--- config.mk ---
export PLATFORM = sky130hd
export DESIGN_NAME = div_line
export DESIGN_NICKNAME = d
export VERILOG_FILES = /design/src/rtl/div_line_pkg.sv /design/src/rtl/div_line_div_cell.sv /design/src/rtl/div_line.sv
export SDC_FILE = /design/constraint.sdc
export NUM_CORES = 1
export LEC_CHECK = 0
export BUFFER_PORTS_ARGS = -buffer_cell sky130_fd_sc_hd__clkbuf_2
export CORE_ASPECT_RATIO = 2
export CORE_MARGIN = 1.5
export CORE_UTILIZATION = 62
export CTS_CLUSTER_DIAMETER = 150
export DETAILED_ROUTE_END_ITERATION = 8
export PLACE_DENSITY = 0.8
export SYNTH_ARGS = -nofsm -noshare
export SYNTH_HDL_FRONTEND = slang
export SYNTH_SLANG_ARGS = --single-unit
--- constraint.sdc ---
create_clock -name clk -period 3.38 [get_ports clk]
set_clock_uncertainty 0.1 [all_clocks]
set_input_delay 0.169 -clock clk [delete_from_list [all_inputs] [get_ports clk]]
set_output_delay 0.169 -clock clk [all_outputs]
set_load 0.02 [all_outputs]
--- src/rtl/div_line_pkg.sv ---
// Shared arithmetic helpers for the multiplier/divider pipelines.
// Holds only width-derivation functions used to size datapath pieces.
package div_line_pkg;

  // Width of a restoring-division trial value: remainder plus one shifted-in bit.
  function automatic int trial_width(input int rem_width);
    return rem_width + 1;
  endfunction

endpackage

--- src/rtl/div_line_div_cell.sv ---
// One registered restoring-division step: retires a single quotient bit.
// The last cell of the line also folds in the divide-by-zero result.
module div_cell
  import div_line_pkg::*;
#(
  parameter int DIVLEN_1 = 8,
  parameter int DIVLEN_2 = 8,
  parameter bit LAST     = 1'b0
) (
  input  logic                clk,
  input  logic                rst_n,
  input  logic                en,
  input  logic [DIVLEN_2-1:0] r_in,
  input  logic [DIVLEN_1-1:0] dvd_in,
  input  logic [DIVLEN_2-1:0] dvs_in,
  input  logic [DIVLEN_1-1:0] quot_in,
  input  logic                zero_in,
  output logic                rdy,
  output logic [DIVLEN_2-1:0] r_out,
  output logic [DIVLEN_1-1:0] dvd_out,
  output logic [DIVLEN_2-1:0] dvs_out,
  output logic [DIVLEN_1-1:0] quot_out,
  output logic                zero_out
);

  localparam int TW = trial_width(DIVLEN_2);

  logic [TW-1:0]       trial;
  logic                ge;
  logic [DIVLEN_2-1:0] r_next;
  logic [DIVLEN_1-1:0] q_next;

  // Trial subtract; the remainder is known to fit DIVLEN_2 bits, so the low bits suffice.
  always_comb begin
    trial  = {r_in, dvd_in[DIVLEN_1-1]};
    ge     = (trial >= {1'b0, dvs_in});
    r_next = ge ? (trial[DIVLEN_2-1:0] - dvs_in) : trial[DIVLEN_2-1:0];
    q_next = (quot_in << 1) | DIVLEN_1'(ge);
    if (LAST && zero_in) begin
      q_next = '1;
      r_next = '0;
    end
  end

  // Valid bit moves every cycle, independent of the data registers.
  always_ff @(posedge clk or negedge rst_n) begin
    if (!rst_n) rdy <= 1'b0;
    else        rdy <= en;
  end

  // Data registers load only behind a valid operand to avoid needless toggling.
  always_ff @(posedge clk or negedge rst_n) begin
    if (!rst_n) begin
      r_out    <= '0;
      dvd_out  <= '0;
      dvs_out  <= '0;
      quot_out <= '0;
      zero_out <= 1'b0;
    end else if (en) begin
      r_out    <= r_next;
      dvd_out  <= dvd_in << 1;
      dvs_out  <= dvs_in;
      quot_out <= q_next;
      zero_out <= zero_in;
    end
  end

endmodule

--- src/rtl/div_line.sv ---
// Pipelined unsigned restoring divider: one operation per cycle,
// one quotient bit per stage, DIVLEN_1 cycles of latency.
module div_line
  import div_line_pkg::*;
#(
  parameter int DIVLEN_1 = 8,
  parameter int DIVLEN_2 = 8
) (
  input  logic                clk,
  input  logic                rst_n,
  input  logic                rdy,
  input  logic [DIVLEN_1-1:0] div_1,
  input  logic [DIVLEN_2-1:0] div_2,
  output logic [DIVLEN_1-1:0] quot,
  output logic [DIVLEN_2-1:0] rem,
  output logic                div_zero,
  output logic                valid
);

  logic                v_c   [0:DIVLEN_1];
  logic [DIVLEN_2-1:0] r_c   [0:DIVLEN_1];
  logic [DIVLEN_1-1:0] dvd_c [0:DIVLEN_1];
  logic [DIVLEN_2-1:0] dvs_c [0:DIVLEN_1];
  logic [DIVLEN_1-1:0] q_c   [0:DIVLEN_1];
  logic                z_c   [0:DIVLEN_1];
  logic                unused_tail;

  assign v_c[0]   = rdy;
  assign r_c[0]   = '0;
  assign dvd_c[0] = div_1;
  assign dvs_c[0] = div_2;
  assign q_c[0]   = '0;
  assign z_c[0]   = (div_2 == '0);

  genvar k;
  generate
    for (k = 0; k < DIVLEN_1; k++) begin : g_stage
      div_cell #(
        .DIVLEN_1 (DIVLEN_1),
        .DIVLEN_2 (DIVLEN_2),
        .LAST     (k == DIVLEN_1 - 1)
      ) u_cell (
        .clk      (clk),
        .rst_n    (rst_n),
        .en       (v_c[k]),
        .r_in     (r_c[k]),
        .dvd_in   (dvd_c[k]),
        .dvs_in   (dvs_c[k]),
        .quot_in  (q_c[k]),
        .zero_in  (z_c[k]),
        .rdy      (v_c[k+1]),
        .r_out    (r_c[k+1]),
        .dvd_out  (dvd_c[k+1]),
        .dvs_out  (dvs_c[k+1]),
        .quot_out (q_c[k+1]),
        .zero_out (z_c[k+1])
      );
    end
  endgenerate

  // The dividend and divisor copies leaving the final stage have no consumer.
  assign unused_tail = ^{dvd_c[DIVLEN_1], dvs_c[DIVLEN_1]};

  assign valid    = v_c[DIVLEN_1];
  assign quot     = q_c[DIVLEN_1];
  assign rem      = r_c[DIVLEN_1];
  assign div_zero = z_c[DIVLEN_1];

endmodule

### After elaboration in Yosys (flattened, before gate mapping)

Index checks and enable logic that the tools add are counted.

* input port bits: 19
* logic and storage cells: 80
* register bits: 200
* output and inout bits: 18

* muxes and demuxes: 10
* bitwise gates (word level): 7
* $lt $le $gt $ge: 8
* $add $sub $neg: 8
* reduce and logical (&&, ||, !) cells: 1

Operators with widths (number)
* $mux W8: 10
* $ge A9 B8 Y1: 7
* $sub A8 B8 Y8: 7
* $ge A1 B8 Y1: 1
* $logic_not A8 Y1: 1
* $or A8 B1 Y8: 1
* $sub A1 B8 Y8: 1
* $or A7 B1 Y7: 1
* $or A6 B1 Y6: 1
* $or A5 B1 Y5: 1
* $or A4 B1 Y4: 1
* $or A3 B1 Y3: 1
* $or A2 B1 Y2: 1

### Longest topological paths before layout

Gate-level depths: netlist of run 1.

* depth in word-level cells: 3
* gate-level depth with buffers: 9
* depth with buffers taken out: 8

### Cells and area by module

A second synthesis of run 1 with hierarchy kept.

* cells, all modules: 1294
* area total of the unflattened synthesis: 14043.5 µm²

Modules (own cells, without submodules)
* div_cell (g_stage[1].u_cell ...): area each 1750.4 µm², cells an instance 162, times used 5, seq. area each 825.8 µm²
* div_cell (g_stage[4].u_cell): area each 1803.0 µm², cells an instance 158, times used 1, seq. area each 825.8 µm²
* div_cell (g_stage[7].u_cell): area each 1734.2 µm², cells an instance 165, times used 1, seq. area each 825.8 µm²
* div_cell (g_stage[0].u_cell): area each 1731.7 µm², cells an instance 157, times used 1, seq. area each 825.8 µm²
* div_line: area each 22.5 µm², cells an instance 4, times used 1, seq. area each 0.0 µm²

### Least setup slack after synthesis of run 1

Ideal clock, no wire load.

* kind: register -> register
* from: reg g_stage[4].u_cell.dvd_out[7]
* to: reg g_stage[5].u_cell.r_out[6]
* library setup time: 0.082 ns
* slack: 1.301 ns
* stages on the path, launching flop included: 9
* arrival time: 1.897 ns
* cells stage by stage: dfrtp_1 inv_1 ha_1 fa_1 nor2b_4 o31a_1 or4b_1 a31o_1 a31oi_1

* longest elaborated chain between the ends: 2
* elaborated cells on any way between the ends: 3
* those cells by class: add/sub (1); order compare (1); mux (1)

Ends and longest elaborated chain
* start: declaration: line div_line_div_cell.sv:20 `output logic [DIVLEN_1-1:0] dvd_out,`
* start signal: assignment: line div_line_div_cell.sv:61 `dvd_out <= dvd_in << 1;`
* $sub A8 B8 Y8 / $ge A9 B8 Y1 (equally long branches): line div_line_div_cell.sv:37, div_line_div_cell.sv:36
* $mux W8 (*): line div_line_div_cell.sv:37 `r_next = ge ? (trial[DIVLEN_2-1:0] - dvs_in) : trial[DIVLEN_2-1:0];`
* end signal: assignment: line div_line_div_cell.sv:60 `r_out <= r_next;`
* end: declaration: line div_line_div_cell.sv:19 `output logic [DIVLEN_2-1:0] r_out,`

Every way passes the cells marked *; elsewhere a longest branch is shown, timed or not.
A chain may end at the register's enable or synchronous reset.

### Final worst setup path of run 1

* from: reg g_stage[0].u_cell.dvs_out[2]
* to: reg g_stage[1].u_cell.r_out[2]

* longest elaborated chain between the ends: 2
* elaborated cells on any way between the ends: 3
* those cells by class: add/sub (1); order compare (1); mux (1)

Ends and longest elaborated chain
* start: declaration: line div_line_div_cell.sv:21 `output logic [DIVLEN_2-1:0] dvs_out,`
* start signal: assignment: line div_line_div_cell.sv:62 `dvs_out <= dvs_in;`
* $sub A8 B8 Y8 / $ge A9 B8 Y1 (equally long branches): line div_line_div_cell.sv:37, div_line_div_cell.sv:36
* $mux W8 (*): line div_line_div_cell.sv:37
* end signal: assignment: line div_line_div_cell.sv:60
* end: declaration: line div_line_div_cell.sv:19

Marked as above.

==> results.sh, run 1 <==
export IMPL_p_leak_uw=0.005490
export IMPL_sw_frac_of_total_pct=39.42
export IMPL_grt_ovfl_total=0
export IMPL_syn_inst=1136
export IMPL_clock_latency_ns=0.45
export IMPL_dr_wl_met3_um=488
export IMPL_dieArea_um2=18510
export IMPL_synthFlopType="dfrtp_1"
export IMPL_whs_path_depth=4
export IMPL_ant_nets=0
export IMPL_synth_async_sr_flop_share_pct=100.0
export IMPL_arrival_ns=2.76
export IMPL_first_pass_iters=5
export IMPL_grt_pass1_vias=8817
export IMPL_critPathKind="reg -> reg"
export IMPL_met2_length_um=14940
export IMPL_post_cts_repair_setup_buffers=0
export IMPL_fin_crit_sh_pct=76.16
export IMPL_cts_tree="built"
export IMPL_p_comb_share_pct=43.5
export IMPL_antenna_cells=0
export IMPL_sequentialPowerShare_pct=34.8
export IMPL_drt_iter0_markers=407
export IMPL_grt_max_degree=107
export IMPL_worstHoldEndpoint="g_stage[0].u_cell.zero_out"
export IMPL_maxSlewViolCount=0
export IMPL_syn_num_nets=1220
export IMPL_fin_crit_ns=2.574
export IMPL_cts_resized_gates=0
export IMPL_die_y_um=190.9
export IMPL_worstHoldPathType="in -> reg"
export IMPL_cts_max_level=4
export IMPL_power_density_nw_per_um2=810.1
export IMPL_rr_endpoint="g_stage[1].u_cell.r_out[2]"
export IMPL_clock_path_buffers=2
export IMPL_hp_start="div_2[6]"
export IMPL_reg2reg_setup_slack_ns=0.81
export IMPL_area_growth_pct=10.51
export IMPL_die_w_um=96.96
export IMPL_cts_root_buf="clkbuf_16"
export IMPL_seq_area_frac_synth_pct=45.71
export IMPL_grtUsageTotal_pct=28.39
export IMPL_drc=0
export IMPL_worst_slew_margin_rel_pct=30.38
export IMPL_pin_count=37
export IMPL_synth_avg_cell_area_um2=9.637
export IMPL_finalNetCount=1264
export IMPL_port_buffers=36
export IMPL_dpl_hpwl_um=18460
export IMPL_rsz0062_at_grt="no"
export IMPL_synth_edf_count=0
export IMPL_yosysWarningCount=0
export IMPL_final_hold_violation_count=0
export IMPL_run_status="finished clean"
export IMPL_grt_pass1_wl_um=41590
export IMPL_rr_worst_depth=8
export IMPL_fmax_ghz=0.3885
export IMPL_post_drt_wl_per_cell_um=18.08
export IMPL_p_switching_uw=3864
export IMPL_critPathRequiredTime_ns=3.57
export IMPL_vias=8560
export IMPL_cp_max_fo=7
export IMPL_initial_core_util_pct=63.39
export IMPL_intPower_uw=5938
export IMPL_ys_ff_latch=200
export IMPL_power_frac_clock_pct=21.6
export IMPL_place_inst=1356
export IMPL_grt_antenna_before_repair=0
export IMPL_setup_viol=0
export IMPL_max_cap_viol_count=0
export IMPL_rows=68
export IMPL_worst_pin_slew_ns=1.044
export IMPL_regToRegStartpoint="g_stage[0].u_cell.dvs_out[2]"
export IMPL_core_area_um2=17270
export IMPL_synthesis_area_um2=10950
export IMPL_vdd_ir_drop_max_uv=432.9
export IMPL_routabilityCongestion=0.9624
export IMPL_routed_wirelength_um=25360
export IMPL_cts_buffers=17
export IMPL_wl_met1_um=8376
export IMPL_highest_layer="met4"
export IMPL_end_kind="register"
export IMPL_vias_per_cell=6.101
export IMPL_final_cells=1403
export IMPL_drive_gt1_share_pct=14.33
export IMPL_synth_distinct_cells=63
export IMPL_clk_pin_slew_ns=0.08
export IMPL_cts_sinks=200
export IMPL_worstSetupStartpointType="register"
export IMPL_setup_tns_ns=0
## metal layers
layer | up-vias | GRT usage, %
met2 | 188 | 57.21
met5 | - | 0
met4 | 0 | 19.18
met3 | 99 | 3.108
li1 | 4085 | -
met1 | 4188 | 25.66
## timing repair
item	in CTS	in global routing
endpoints found under the hold margin	120	0
hold buffers	15	0
setup endpoints to repair	0	0
## synth_stat cells (6+ instances only)
cell type | instances | area (um2)
nor2b_1 | 29 | 181.4
nor2_1 | 88 | 330.3
nand3_1 | 12 | 60.06
fa_1 | 7 | 140.1
buf_1 | 8 | 30.03
mux2i_1 | 25 | 250.2
dfrtp_1 | 200 | 5005
clkbuf_1 | 26 | 97.59
ha_1 | 58 | 725.7
or2_2 | 14 | 87.58
nor4_1 | 11 | 68.82
a31oi_1 | 24 | 150.1
o21ai_0 | 98 | 490.5
o211ai_1 | 10 | 75.07
nand2b_1 | 18 | 112.6
o31a_1 | 6 | 52.55
mux2_2 | 61 | 686.9
a21o_1 | 9 | 67.56
inv_1 | 98 | 367.9
nor3_1 | 11 | 55.05
and3_1 | 9 | 56.30
nand2_1 | 118 | 442.9
o21a_1 | 7 | 52.55
a21oi_1 | 63 | 315.3
xnor2_1 | 10 | 87.58
a41oi_1 | 8 | 70.07
or3_1 | 6 | 37.54
nand3b_1 | 6 | 45.04
xor2_1 | 10 | 87.58
nand4_1 | 14 | 87.58
## cell usage in the layout (no fill, tap or decap), types with 24 or more instances in the layout
master	count
clkbuf_2	35
nor2b_1	29
ha_1	58
mux2_2	61
dfrtp_1	200
o21ai_0	98
mux2i_1	25
nor2_1	88
a21oi_1	63
a31oi_1	24
nand2_1	118
inv_1	98
## critical path, cell delays in order, from the launching register on
cell,delay (ns)
dfrtp_1,0.35
inv_1,0.06
ha_1,0.37
a21oi_1,0.23
o21ai_0,0.17
a221oi_2,0.58
buf_4,0.27
mux2i_1,0.20
a21oi_1,0.08
## flip-flops by register name, summed over array words and instances (netlist names)
name,flops
g_stage.u_cell.dvd_out,28
g_stage.u_cell.dvs_out,56
g_stage.u_cell.r_out,64
g_stage.u_cell.rdy,8
g_stage.u_cell.quot_out,36
g_stage.u_cell.zero_out,8
## cell families after synthesis
family | count (synthesis) | synth area share (%)
flops | 200 | 45.71
mux | 86 | 8.560
xor+xnor | 20 | 1.600
buf+inv | 141 | 5.200
compound gates | 279 | 15.90
simple gates | 345 | 15.12
fa+ha+maj | 65 | 7.909
## power groups by stage
stage                     clock network, uW  registers (uW)  logic [uW]
after floorplan                           0            3370        3150
after global placement                    0            3420        4060
after detailed placement                  0            3440        4170
after CTS                              2130            3410        4240
after global routing                   2210            3480        4730
final                                  2120            3410        4270
## per-stage QoR
step           power (uW)  setup WS (ns)  area [um2]  hold WS, ns  util [%]
2_1_floorplan        6518          1.301       10950      -0.2266         -
3_3_place_gp         7481         0.8928       11340       0.2432     65.65
3_5_place_dp         7617         0.8578       11340       0.2491     65.65
4_1_cts              9779         0.8307       12100      0.01046     70.05
5_1_grt             10420         0.6572       12100      0.04339     70.05
6_report             9802         0.8057       12100      0.02993     70.05
## layout make-up
type | instances | area (um2)
repair buffers | 68 | 479.2
clock inverters | 12 | 153.9
fillers | 1274 | 5172
well taps | 210 | 262.8
clock buffers | 20 | 456.7
multi-input cells | 795 | 5374
inverters | 98 | 367.9
flip-flops and latches | 200 | 5005
## how the worst max path moves through the flow
stage                                  from                         end  cells after the start
5_1_grt        g_stage[0].u_cell.dvs_out[2]  g_stage[1].u_cell.r_out[2]                      8
4_1_cts        g_stage[0].u_cell.dvs_out[2]  g_stage[1].u_cell.r_out[2]                      8
3_3_place_gp   g_stage[0].u_cell.dvs_out[2]  g_stage[1].u_cell.r_out[2]                      8
2_1_floorplan  g_stage[4].u_cell.dvd_out[7]  g_stage[5].u_cell.r_out[6]                      8
6_report       g_stage[0].u_cell.dvs_out[2]  g_stage[1].u_cell.r_out[2]                      8
3_5_place_dp   g_stage[0].u_cell.dvs_out[2]  g_stage[1].u_cell.r_out[2]                      8
Note: power is estimated with default switching activity, not from simulation.
==> run 2, diff against run 1 <==
- CORE_UTILIZATION: 62 -> 57
- PLACE_DENSITY: 0.8 -> 0.77
- clock period: 3.38 -> 2.25 ns (I/O delays scaled with it)
==> results.sh, run 2 (synthesis gave the netlist of run 1 again) <==
export IMPL_fin_crit_sh_pct=98.39
export IMPL_critPathRequiredTime_ns=2.51
export IMPL_place_area_um2=11930
export IMPL_clock_latency_ns=0.44
export IMPL_run_status="finished clean"
export IMPL_ant_nets=0
export IMPL_setup_viol=0
export IMPL_worst_pin_slew_ns=0.7147
export IMPL_end_kind="register"
export IMPL_critPathTopFamily="compound AO/OA/AOI/OAI gates"
export IMPL_fin_crit_ns=2.214
export IMPL_max_cap_viol_count=0
export IMPL_grt_pass1_vias=9273
export IMPL_critPathKind="reg -> reg"
export IMPL_routed_wirelength_um=27160
export IMPL_pin_count=37
export IMPL_power_density_nw_per_um2=1198
export IMPL_rr_endpoint="g_stage[5].u_cell.r_out[6]"
export IMPL_cp_depth=8
export IMPL_core_area_um2=18830
export IMPL_maxSlewViolCount=0
export IMPL_vdd_ir_drop_max_uv=604.6
export IMPL_fillCellCount=1452
export IMPL_reg2reg_setup_slack_ns=0.04
export IMPL_fin_util_pct=68.20
export IMPL_final_cell_mix="dfrtp_1, nand2_1, inv_1, o21ai_0, nor2_1"
export IMPL_cpPeakStageDelay_ns=0.47
export IMPL_grt_antenna_before_repair=0
export IMPL_critPathSlowestCell="or4b_1"
export IMPL_intPower_uw=9282
export IMPL_final_hold_violation_count=0
export IMPL_arrival_ns=2.47
export IMPL_grt_pass1_wl_um=43410
export IMPL_whs_path_depth=1
export IMPL_grt_max_degree=67
export IMPL_vias_per_cell=5.827
export IMPL_regMostFlops="g_stage.u_cell.r_out"
export IMPL_drc=0
export IMPL_p_leak_uw=0.005818
export IMPL_cts_root_buf="clkbuf_16"
export IMPL_sequentialPowerShare_pct=33.3
export IMPL_cts_sinks=200
export IMPL_startpoint="g_stage[4].u_cell.dvd_out[7]"
export IMPL_worst_slew_margin_rel_pct=52.35
export IMPL_drive_gt1_share_pct=21.63
export IMPL_dieArea_um2=20100
export IMPL_vias=8869
export IMPL_initial_core_util_pct=58.13
export IMPL_die_w_um=101.0
export IMPL_cp_max_fo=3
export IMPL_rr_worst_depth=8
export IMPL_worstSetupStartpointType="register"
export IMPL_grt_ovfl_total=0
export IMPL_first_pass_iters=8
export IMPL_cts_buffers=17
export IMPL_drt_iter0_markers=411
export IMPL_p_comb_share_pct=48.1
export IMPL_clk_pin_slew_ns=0.07
export IMPL_regToRegStartpoint="g_stage[4].u_cell.dvd_out[7]"
export IMPL_clock_path_buffers=2
export IMPL_critPathBufInv=1
export IMPL_worstHoldPathType="in -> reg"
export IMPL_p_switching_uw=6109
export IMPL_port_buffers=36
export IMPL_cts_tree="built"
export IMPL_power_frac_clock_pct=18.6
export IMPL_final_common_cell="dfrtp_1"
export IMPL_cts_max_level=4
export IMPL_rsz0062_at_grt="yes"
export IMPL_sw_frac_of_total_pct=39.69
export IMPL_critical_path_endpoint="g_stage[5].u_cell.r_out[6]"
export IMPL_routabilityCongestion=0.8962
export IMPL_dpl_hpwl_um=20140
export IMPL_post_drt_wl_per_cell_um=17.84
export IMPL_area_growth_pct=17.31
export IMPL_fmax_ghz=0.4517
export IMPL_worstPathCellList="inv_2 > ha_4 > fa_2 > nor2b_4 > o31a_1 > or4b_1 > a31o_1 > a31oi_1"
export IMPL_final_cell_area_um2=12840
export IMPL_finalNetCount=1339
export IMPL_rows=71
export IMPL_die_y_um=199.0
export IMPL_largest_register_ffs=64
export IMPL_grtUsageTotal_pct=28.14
export IMPL_antenna_cells=0
export IMPL_top_regs="g_stage.u_cell.r_out x64, g_stage.u_cell.dvs_out x56, g_stage.u_cell.quot_out x36"
[run 2: cell count changes in the layout (fill, tap and decap cells not counted), moves of 4 or more]
cell	delta
ha_4	+4
a21oi_1	-10
ha_2	+4
buf_4	+69
a21oi_2	+10
o21ai_2	+4
ha_1	-8
[run 2: metal layers]
metal / vias to the layer above / wire length [um] / track usage [%]
met5: - / 0 / 0
met4: 0 / 1865 / 20.27
met3: 119 / 521 / 3.268
met2: 188 / 15900 / 56.31
met1: 4335 / 8872 / 24.45
li1: 4227 / - / -
[run 2: area by class of cell]
class	count	area (um2)	area share (%)
clock buffers	21	450.4	3.507
clock inverters	10	86.33	0.6722
inverters	98	367.9	2.864
multi-input cells	795	5542	43.15
flip-flops and latches	200	5005	38.97
well taps	255	319.1	2.484
repair buffers	143	1074	8.358
[run 2: what timing repair did]
action / in CTS / in global routing
cloned: 0 / 1
setup buffers: 0 / 4
endpoints found under the hold margin: 125 / 0
pin swaps: 0 / 5
resized for setup: 3 / 38
hold buffers: 17 / 0
setup endpoints to repair: 3 / 33
[run 2: power by group through the flow]
stage	logic [uW]	registers (uW)	clock network, uW
final	7400	5120	2870
after CTS	6990	5100	2890
after global routing	8090	5220	3030
after floorplan	4730	5070	0
after detailed placement	6880	5160	0
after global placement	6700	5120	0
[run 2: how the worst min path moves through the flow]
stage,startpoint,end,slack [ns]
detailed placement,rst_n,g_stage[4].u_cell.dvs_out[5],0.005
floorplan,rst_n,g_stage[0].u_cell.dvd_out[1],-0.28
finish,rdy,g_stage[0].u_cell.rdy,0.05
CTS,rdy,g_stage[0].u_cell.rdy,0.04
global route,rdy,g_stage[0].u_cell.rdy,0.08
global placement,rst_n,g_stage[4].u_cell.dvs_out[5],0.01
[run 2: through the flow]
stage / worst slack (ns) / total power (uW) / TNS [ns] / instances / hold slack (ns)
final: 0.03621 / 15390 / 0 / 1522 / 0.04748
after detailed placement: -0.02060 / 12040 / -0.02060 / 1469 / 0.004908
after floorplan: 0.1713 / 9792 / 0 / 1136 / -0.2831
after global placement: -0.02045 / 11810 / -0.02045 / 1469 / 0.01042
after global routing: -0.07503 / 16350 / -0.07853 / 1522 / 0.08305
after CTS: 0.003292 / 14980 / 0 / 1517 / 0.03614
==> run 3, diff against run 2 <==
- CORE_UTILIZATION: 57 -> 32
- PLACE_DENSITY: 0.77 -> unset
- SLEW_MARGIN: unset -> 20
==> results.sh, run 3 (synthesis gave the netlist of run 1 again) <==
export IMPL_final_cell_mix="dfrtp_1, nand2_1, o21ai_0"
export IMPL_cts_buffers=17
export IMPL_die_w_um=133.8
export IMPL_highest_layer="met4"
export IMPL_worstSetupStartpointType="register"
export IMPL_sw_frac_of_total_pct=38.57
export IMPL_top_regs="g_stage.u_cell.r_out x64, g_stage.u_cell.dvs_out x56, g_stage.u_cell.quot_out x36"
export IMPL_place_inst=1655
export IMPL_worst_slew_margin_rel_pct=49.31
export IMPL_reg2reg_setup_slack_ns=0.06
export IMPL_final_hold_violation_count=0
export IMPL_vdd_ir_drop_max_uv=673.9
export IMPL_p_switching_uw=5937
export IMPL_rr_endpoint="g_stage[5].u_cell.r_out[6]"
export IMPL_fin_crit_ns=2.192
export IMPL_clock_latency_ns=0.45
export IMPL_setup_tns_ns=0
export IMPL_worstHoldPathType="in -> async"
export IMPL_vias_per_cell=5.076
export IMPL_post_drt_wl_per_cell_um=15.24
export IMPL_wl_met1_um=8982
export IMPL_drc=0
export IMPL_worst_pin_slew_ns=0.7603
export IMPL_routabilityCongestion=0.8747
export IMPL_place_area_um2=12210
export IMPL_ant_nets=0
export IMPL_p_comb_share_pct=47.5
export IMPL_clock_path_buffers=2
export IMPL_arrival_ns=2.46
export IMPL_grt_pass1_wl_um=43100
export IMPL_area_growth_pct=19.90
export IMPL_grtUsageTotal_pct=15.18
export IMPL_clk_pin_slew_ns=0.07
export IMPL_grt_ovfl_total=0
export IMPL_grt_antenna_before_repair=0
export IMPL_sequentialPowerShare_pct=33.0
export IMPL_grt_pass1_vias=9163
export IMPL_dieArea_um2=35400
export IMPL_regToRegStartpoint="g_stage[4].u_cell.dvd_out[7]"
export IMPL_grt_max_degree=63
export IMPL_run_status="finished clean"
export IMPL_p_leak_uw=0.005885
export IMPL_largest_register_ffs=64
export IMPL_die_y_um=264.6
export IMPL_placement_setup_worst_slack_ns=-0.01715
export IMPL_regMostFlops="g_stage.u_cell.r_out"
export IMPL_intPower_uw=9457
export IMPL_cts_tree="built"
export IMPL_rsz0062_at_grt="yes"
export IMPL_cts_root_buf="clkbuf_16"
export IMPL_rows=95
export IMPL_drt_iter0_markers=324
export IMPL_final_cell_area_um2=13130
export IMPL_power_uw=15390
export IMPL_setup_viol=0
export IMPL_end_kind="register"
export IMPL_rr_worst_depth=8
export IMPL_finalNetCount=1346
export IMPL_fmax_ghz=0.4562
export IMPL_power_density_nw_per_um2=1173
export IMPL_pin_count=37
export IMPL_maxSlewViolCount=0
export IMPL_critPathRequiredTime_ns=2.52
export IMPL_critPathKind="reg -> reg"
export IMPL_drive_gt1_share_pct=21.74
export IMPL_final_cells=1710
export IMPL_dpl_hpwl_um=19980
export IMPL_first_pass_iters=5
export IMPL_final_common_cell="dfrtp_1"
export IMPL_cts_sinks=200
export IMPL_cts_max_level=4
export IMPL_worst_slack_ns=0.05787
export IMPL_initial_core_util_pct=32.55
export IMPL_power_frac_clock_pct=19.5
export IMPL_dr_wl_met3_um=499
export IMPL_max_cap_viol_count=0
export IMPL_antenna_cells=0
export IMPL_routed_wirelength_um=26060
export IMPL_core_area_um2=33640
export IMPL_port_buffers=36
export IMPL_vias=8680
export IMPL_fin_crit_sh_pct=97.43
export IMPL_cp_max_fo=3
export IMPL_met2_length_um=15290
## run 3: changes by cell type in the layout (fill, tap and decap cells not counted), moves of 2 or more
cell        change
clkinv_4        +2
clkbuf_1        -2
inv_6           -2
a21oi_2         -4
clkinvlp_4      -3
clkinv_2        +3
a21oi_1         +4
ha_1            +2
buf_4           +7
nor2_1          +2
## run 3: worst max path at each step
| stage | startpoint | slack (ns) | cells past startpoint | to |
|---|---|---|---|---|
| final | g_stage[4].u_cell.dvd_out[7] | 0.06 | 8 | g_stage[5].u_cell.r_out[6] |
| after detailed placement | g_stage[1].u_cell.dvs_out[6] | -0.02 | 8 | g_stage[2].u_cell.r_out[4] |
| after CTS | g_stage[5].u_cell.dvs_out[6] | 0.01 | 8 | g_stage[6].u_cell.r_out[3] |
| after global routing | g_stage[2].u_cell.dvs_out[3] | -0.07 | 8 | g_stage[3].u_cell.r_out[7] |
| after floorplan | g_stage[4].u_cell.dvd_out[7] | 0.17 | 8 | g_stage[5].u_cell.r_out[6] |
| after global placement | g_stage[6].u_cell.dvs_out[0] | 0.05 | 7 | g_stage[7].u_cell.r_out[6] |
## run 3: metrics by stage
stage / hold slack [ns] / util, %
floorplan: -0.2831 / -
global placement: 0.06584 / 36.29
detailed placement: 0.06910 / 36.29
CTS: 0.1754 / 38.52
global route: 0.1883 / 39.02
finish: 0.1529 / 39.02
## run 3: area by class of cell
class / instances / area (um2)
timing repair buffer: 150 / 1140
sequential: 200 / 5005
clock buffer: 19 / 442.9
tap: 436 / 545.5
fill: 3349 / 20510
clock inverter: 12 / 120.1
inverter: 98 / 367.9
multi-input combinational: 795 / 5505
## run 3: power groups by stage
stage | logic [uW] | clock network (uW) | registers [uW]
after floorplan | 4730 | 0 | 5070
after global placement | 6780 | 0 | 5120
after detailed placement | 6940 | 0 | 5160
after CTS | 7010 | 3070 | 5090
after global routing | 8120 | 3240 | 5200
final | 7310 | 3000 | 5090
## run 3: worst max-delay path: stages (launching register included)
cell and delay, ns:
dfrtp_1 0.39, inv_2 0.08, ha_4 0.15, fa_2 0.24, nor2b_4 0.05, o31a_1 0.26
or4b_1 0.51, a31o_1 0.19, a31oi_1 0.14
## run 3: repair_timing
item                                   CTS  global route
hold buffers                            18             0
endpoints found under the hold margin   79             0
pin swaps                                1            11
setup endpoints to repair                3            33
setup buffers                            0             6
gates resized for setup                  2            31
## run 3: metal layers
metal | global-route usage, % | vias to the layer above
li1 | - | 4231
met3 | 2.276 | 79
met5 | 0 | -
met2 | 30.97 | 147
met4 | 8.461 | 0
met1 | 13.68 | 4223
